**src/rtl/shift_reg_n_if.sv**
```systemverilog
// Data/control bundle for the universal shift register.
// The master side drives load/shift controls; the slave side is the register itself.
interface shift_reg_n_if #(
   parameter int unsigned WIDTH = 8,
   parameter int unsigned CNTW  = 4
);
   logic [WIDTH-1:0] D;
   logic             LOAD;
   logic [1:0]       MODE;
   logic             SIN;
   logic             STEP;
   logic             START;
   logic [CNTW-1:0]  AMOUNT;
   logic [WIDTH-1:0] Q;
   logic             SOUT;
   logic             BUSY;
   logic             DONE;

   modport master (
      output D, LOAD, MODE, SIN, STEP, START, AMOUNT,
      input  Q, SOUT, BUSY, DONE
   );

   modport slave (
      input  D, LOAD, MODE, SIN, STEP, START, AMOUNT,
      output Q, SOUT, BUSY, DONE
   );
endinterface

```
**src/rtl/shift_reg_n.sv**
```systemverilog
// WIDTH-bit universal shift register: parallel load, single-step shift/rotate,
// and a counted multi-step engine reporting BUSY and a one-cycle DONE.
module shift_reg_n #(
   parameter int unsigned WIDTH = 8,
   parameter int unsigned CNTW  = 4
) (
   input  logic          CLK,
   input  logic          RST,
   shift_reg_n_if.slave  bus
);

   typedef enum logic {IDLE, RUN} state_t;

   state_t           state;
   logic [WIDTH-1:0] qReg;
   logic             soutReg;
   logic             busyReg;
   logic             doneReg;
   logic [CNTW-1:0]  count;
   logic [1:0]       latchedMode;

   // One shift/rotate step; result is {bit shifted out, new register value}.
   function automatic logic [WIDTH:0] stepOnce(input logic [1:0] m,
                                               input logic [WIDTH-1:0] v,
                                               input logic s);
      logic [WIDTH:0] r;
      case (m)
         2'b00:   r = {v[WIDTH-1], v[WIDTH-2:0], s};
         2'b01:   r = {v[0], s, v[WIDTH-1:1]};
         2'b10:   r = {v[WIDTH-1], v[WIDTH-2:0], v[WIDTH-1]};
         default: r = {v[0], v[0], v[WIDTH-1:1]};
      endcase
      return r;
   endfunction

   always_ff @(posedge CLK) begin
      if (RST) begin
         state       <= IDLE;
         qReg        <= '0;
         soutReg     <= 1'b0;
         busyReg     <= 1'b0;
         doneReg     <= 1'b0;
         count       <= '0;
         latchedMode <= 2'b00;
      end else begin
         doneReg <= 1'b0;
         if (bus.LOAD) begin
            // A load always wins and silently aborts any counted operation.
            qReg    <= bus.D;
            state   <= IDLE;
            busyReg <= 1'b0;
         end else begin
            case (state)
               IDLE: begin
                  if (bus.START) begin
                     latchedMode <= bus.MODE;
                     count       <= bus.AMOUNT;
                     if (bus.AMOUNT != '0) begin
                        state   <= RUN;
                        busyReg <= 1'b1;
                     end else begin
                        doneReg <= 1'b1;
                     end
                  end else if (bus.STEP) begin
                     {soutReg, qReg} <= stepOnce(bus.MODE, qReg, bus.SIN);
                  end
               end
               RUN: begin
                  {soutReg, qReg} <= stepOnce(latchedMode, qReg, bus.SIN);
                  count           <= count - CNTW'(1);
                  if (count == CNTW'(1)) begin
                     state   <= IDLE;
                     busyReg <= 1'b0;
                     doneReg <= 1'b1;
                  end
               end
               default: state <= IDLE;
            endcase
         end
      end
   end

   assign bus.Q    = qReg;
   assign bus.SOUT = soutReg;
   assign bus.BUSY = busyReg;
   assign bus.DONE = doneReg;

endmodule

```
**src/flat_wrapper.sv**
```systemverilog
// flat-port wrapper written by rule: the top's interface ports become plain ports
module shift_reg_n_flat 
#(
   parameter int unsigned WIDTH = 8,
   parameter int unsigned CNTW  = 4
)
  (CLK, RST, bus_D, bus_LOAD, bus_MODE, bus_SIN, bus_STEP, bus_START, bus_AMOUNT, bus_Q, bus_SOUT, bus_BUSY, bus_DONE);
  shift_reg_n_if #(.WIDTH(WIDTH), .CNTW(CNTW)) bus_i ();
  input  logic CLK;
  input  logic RST;
  input wire logic [$bits(bus_i.D)-1:0] bus_D;
  input wire logic [$bits(bus_i.LOAD)-1:0] bus_LOAD;
  input wire logic [$bits(bus_i.MODE)-1:0] bus_MODE;
  input wire logic [$bits(bus_i.SIN)-1:0] bus_SIN;
  input wire logic [$bits(bus_i.STEP)-1:0] bus_STEP;
  input wire logic [$bits(bus_i.START)-1:0] bus_START;
  input wire logic [$bits(bus_i.AMOUNT)-1:0] bus_AMOUNT;
  output wire logic [$bits(bus_i.Q)-1:0] bus_Q;
  output wire logic [$bits(bus_i.SOUT)-1:0] bus_SOUT;
  output wire logic [$bits(bus_i.BUSY)-1:0] bus_BUSY;
  output wire logic [$bits(bus_i.DONE)-1:0] bus_DONE;
  assign bus_i.D = bus_D;
  assign bus_i.LOAD = bus_LOAD;
  assign bus_i.MODE = bus_MODE;
  assign bus_i.SIN = bus_SIN;
  assign bus_i.STEP = bus_STEP;
  assign bus_i.START = bus_START;
  assign bus_i.AMOUNT = bus_AMOUNT;
  assign bus_Q = bus_i.Q;
  assign bus_SOUT = bus_i.SOUT;
  assign bus_BUSY = bus_i.BUSY;
  assign bus_DONE = bus_i.DONE;
  shift_reg_n #(.WIDTH(WIDTH), .CNTW(CNTW)) u_core (.CLK(CLK), .RST(RST), .bus(bus_i));
endmodule
```
**config.mk**
```make
export PLATFORM = sky130hd
export DESIGN_NAME = shift_reg_n_flat
export DESIGN_NICKNAME = d
export VERILOG_FILES = /design/src/rtl/shift_reg_n_if.sv /design/src/rtl/shift_reg_n.sv /design/src/flat_wrapper.sv
export SDC_FILE = /design/constraint.sdc
export NUM_CORES = 1
export LEC_CHECK = 0
export CORE_AREA = 2 2 46 69
export CTS_BUF_LIST = sky130_fd_sc_hd__clkbuf_4
export CTS_CLUSTER_DIAMETER = 150
export DETAILED_ROUTE_END_ITERATION = 12
export DIE_AREA = 0 0 48 71
export PLACE_DENSITY = 0.78
export RECOVER_POWER = 50
export SYNTH_ARGS = -nofsm -noshare
export SYNTH_HDL_FRONTEND = slang
export SYNTH_SLANG_ARGS = --single-unit
```
**constraint.sdc**
```tcl
create_clock -name CLK -period 2.2 [get_ports CLK]
set_input_delay 0.22 -clock CLK [delete_from_list [all_inputs] [get_ports CLK]]
set_output_delay 0.22 -clock CLK [all_outputs]
set_load 0.01 [all_outputs]
```
# Yosys cells after proc, flatten, opt, wreduce, memory -nomap -nowiden
# Cells that the tools add are included.
totals:
  ff_bits: 18
  output_inout_bits: 11
classes:
  mux: 23
  n_reduce_logical: 9
  eq_ne: 12
  addsub: 1
  bitwise_logic: 2
op_table:
  columns: ["operator", "n"]
  rows:
  - ["case mux 9 bit (3 select lines)", 2]
  - ["2-to-1 mux 8 bit", 3]
  - ["case mux 8 bit (2 select lines)", 1]
  - ["2-to-1 mux 1 bit", 11]
  - ["AND reduction 3 bit", 3]
  - ["!= test 2 bit, second input constant", 4]
  - ["case mux 1 bit (2 select lines)", 4]
  - ["case mux 4 bit (2 select lines)", 1]
  - ["!= test 3 bit, second input constant", 2]
  - ["== test 2 x 1 -> 1 bit, second input constant", 2]
  - ["== test 2 bit, second input constant", 2]
  - ["== test 4 x 1 -> 1 bit, second input constant", 1]
  - ["logical NOT 2 bit", 2]
  - ["2-to-1 mux 4 bit", 1]
  - ["AND reduction 2 bit", 2]
  - ["nonzero test 4 bit", 1]
  - ["subtractor 4 x 1 -> 4 bit, second input constant", 1]
  - ["!= test 2 x 1 -> 1 bit, second input constant", 1]
  - ["NOT 1 bit", 2]
  - ["OR reduction 2 bit", 1]

# Longest topological paths before layout
depth:
  depth_word: 6
  ltp_mapped: 5
  depth_no_buf: 5

# Worst setup path before layout
# No wires, ideal clock.
synth_path:
  kind: "register -> register"
  start: "reg u_core.state"
  end: "reg u_core.qReg[6] (netlist: u_core.bus.Q[6])"
  path_stages_with_launch: 5
  setup_time_ps: 132
  t_arrival_ps: 1312
  slack_ps: 756
  synth_period_minus_slack_ps: 1444
  path_cell_list: "dfxtp_1 > mux2i_4 > mux2_2 > o211ai_1 > a21oi_1"
synth_between:
  elab_chain_cells: 3
synth_rtl:
  columns: ["item", "line_no", "rtl"]
  rows:
  - ["start: declaration", "shift_reg_n.sv:14", "state_t state;"]
  - ["start signal: assignment", "shift_reg_n.sv:38", "state <= IDLE;"]
  - ["start signal: assignment", "shift_reg_n.sv:50", "state <= IDLE;"]
  - ["start signal: assignment", "shift_reg_n.sv:59", "state <= RUN;"]
  - ["NOT 1 bit", "shift_reg_n.sv:53", "case (state)"]
  - ["case mux 8 bit (2 select lines) or != test 3 bit (tied branches)", null, null]
  - ["2-to-1 mux 8 bit or AND reduction 2 bit (tied branches)", null, null]
  - ["end signal: assignment", "shift_reg_n.sv:49", "qReg <= bus.D;"]
  - ["end signal: assignment", "shift_reg_n.sv:65", "{soutReg, qReg} <= stepOnce(bus.MODE, qReg, bus.SIN);"]
  - ["end signal: assignment", "shift_reg_n.sv:69", "{soutReg, qReg} <= stepOnce(latchedMode, qReg, bus.SIN);"]
  - ["end: declaration", "shift_reg_n.sv:15", "logic [WIDTH-1:0] qReg;"]
# Parallel ways exist; a longest one is shown, timed or not.
# A chain may end at the register's enable or synchronous reset.

# Worst setup path after layout
layout_path:
  start: "in bus_LOAD"
  end: "reg u_core.qReg[0] (netlist: u_core.bus.Q[0])"
layout_between:
  elab_chain_cells: 2
layout_rtl:
  columns: ["item", "line_no", "rtl"]
  rows:
  - ["start: declaration", "flat_wrapper.sv:12", "input wire logic [$bits(bus_i.LOAD)-1:0] bus_LOAD;"]
  - ["!= test 3 bit (no source line)", null, null]
  - ["AND reduction 2 bit (no source line)", null, null]
# Parallel ways exist; a longest one is shown, timed or not.

==> flow_summary.ini <==
[timing]
hold_violations = 0
clock.fmax_ghz = 0.5760
max_slew_margin = 0.4591
final.period_utilization = 0.7891
worst_pin_slew_ps = 811.4
finClkSkew_ps = 4.902
setup_viol = 0
hold_slack_ps = 497.8
fin_setup_tns_ps = 0
rsz0062_at_grt = false
fin_crit_ps = 1736
drv_slew = 0

[layout]
diodes = 0
nFillCells = 282
fin_nets = 182
drive_above_1_share = 0.06962
multi_input_area_sq_um = 646.9
final_cell_area_sq_mm = 0.001428
area_delta_synth_final_pct = 34.71
seqCellArea_sq_um = 360.3

[drt]
wl_um = 2658
routed_via_density = 5.452
vias = 1074
drtIter0Drc = 40
wl_per_cell_um = 13.49
drt_first_pass_iters = 6
route.detailed.drc = 0
ant_nets = 0

[clock_tree]
root_buffer = clkbuf_4
postCtsHoldBufs = 0
clk_path_buf_depth = 2
cts_resized = 0
insertion_delay_ps = 290
htree_levels = 1
clock_sinks = 18
postCtsSetupBuffers = 0
cts_tree = built
path_clk_slew_ps = 100
numCtsBuffers = 3

[logic_synthesis]
syn_nets = 150
synth_edf_count = 0
synth_area_sq_mm = 0.001060
ys_types = 32
postSynth.asyncResetShare = 0
ys_ff_latch = 18
yosysWarnings = 0
ys_seq_area_frac = 0.3400
synthFlopType = dfxtp_1
avgSynthCellArea_sq_um = 8.279
syn_inst = 128

[critical_path]
worstPathArrival_ps = 1920
cp-start-kind = input port
worstSetupEndpointType = flop
worst-setup-path-type = input port to flop
cp.required_ps = 2380
cp_max_fo = 20

[status]
status = finished clean

[flow_run]
cap_violations = 0

[floorplan]
die_h_um = 71
die_w_um = 48
rows = 24
core_area_sq_mm = 0.002853
ios = 31
fp.dieArea_sq_mm = 0.003408
initial_core_util = 0.3715

[placed_design]
place_congestion = 0.8131
dp_hpwl_um = 1925
port_buffers = 30
post_dp_cell_area_sq_mm = 0.001409

[min_path]
min-delay-path-class = flop to flop

[power]
finalPower_uw = 727.4
leakage_uw = 0.0005291
power_density_mw_per_mm2 = 509.5
ir_drop_mv = 0.3494

[global_routing]
grt.total_usage = 0.1719
grt_pass1_vias = 1019
grt_max_degree = 21
grt_pass1_wl_um = 4388
antenna_found_initial = 0
overflow = 0
[state kept, by name, summed over array words and instances (netlist names)]
signal	count
u_core.latchedMode	2
u_core.count	4
u_core.bus.SOUT	1
u_core.bus.DONE	1
u_core.bus.BUSY	1
u_core.state	1
u_core.bus.Q	8
[where the power goes]
group          leakage [uW]  switching (uW)  internal [uW]  total, uW
registers          0.000148            25.2            348        373
logic              0.000367            86.7            104        191
clock network     0.0000138            99.7           63.7        163
[synth_stat cells, types with 2 or more instances]
cell	number	area (sq um)
nor4_1	2	12.51
ha_1	2	25.02
nand2b_1	8	50.05
buf_2	3	15.01
inv_1	6	22.52
a211oi_1	3	22.52
nor2_1	8	30.03
nor2b_1	6	37.54
nor3_1	2	10.01
clkbuf_1	3	11.26
o21ai_0	7	35.03
nand2_1	12	45.04
dfxtp_1	18	360.4
a21oi_1	13	65.06
mux2i_1	4	40.04
mux2_2	2	22.52
mux2_1	4	45.04
o2111ai_1	2	17.52
o211ai_1	10	75.07
[final timing paths]
check / start / end / slack (ps) / cells after the start
worst min-delay path: u_core.bus.Q[2]$_SDFFE_PP0P_ / u_core.bus.Q[2]$_SDFFE_PP0P_ / 500 / 2
worst max-delay path: bus_LOAD / u_core.bus.Q[0]$_SDFFE_PP0P_ / 460 / 5
worst max register to register: u_core.state$_SDFF_PP0_ / u_core.bus.Q[5]$_SDFFE_PP0P_ / 630 / 4
worst min register to register: u_core.bus.Q[2]$_SDFFE_PP0P_ / u_core.bus.Q[2]$_SDFFE_PP0P_ / 500 / 2
[final cells by class]
| class | count | share of cell area |
|---|---|---|
| clock buffers | 3 | 0.01578 |
| multi-input cells | 97 | 0.4531 |
| repair buffers | 34 | 0.2287 |
| flip-flops and latches | 18 | 0.2524 |
| inverters | 6 | 0.01578 |
| well taps | 39 | 0.03418 |
[layer usage]
metal | wire length, um | track usage
met5 | 0 | 0
met4 | 61 | 0.07508
met3 | 108 | 0.03571
met2 | 1338 | 0.2756
met1 | 1149 | 0.2117
[cells by family (layout without fill, tap and decap cells)]
group                      after synthesis  count (layout)  share of synthesized area
and+or+nand+nor                         44              44                     0.2149
AOI/OAI and AO/OA                       40              40                     0.2491
DFF                                     18              18                     0.3400
buffers and inverters                   13              43                    0.04958
muxes                                   11              11                     0.1228
adders and majority gates                2               2                    0.02361
[per-stage QoR]
stage | utilization | worst slack [ps] | std cells
detailed placement | 0.4939 | 353.5 | 194
global route | 0.5004 | 342.9 | 197
CTS | 0.5018 | 619.0 | 197
global placement | 0.4939 | 413.4 | 194
floorplan | - | 755.9 | 128
finish | 0.5004 | 463.9 | 197
[critical path, cell delays in order]
cell             delay, ps
clkdlybuf4s50_1        560
clkbuf_1               640
o21ba_1                280
o2111ai_1              120
a21oi_1                 90
[cell usage in the layout, fill, tap and decap left out, types with 4 or more instances in the layout]
master            n
clkdlybuf4s50_1  22
dfxtp_1          18
a21oi_1          13
nand2_1          12
o211ai_1         10
nand2b_1          8
nor2_1            8
dlygate4sd3_1     8
o21ai_0           7
inv_1             6
nor2b_1           6
mux2_1            4
mux2i_1           4
Note: power is estimated with default switching activity, not from simulation.
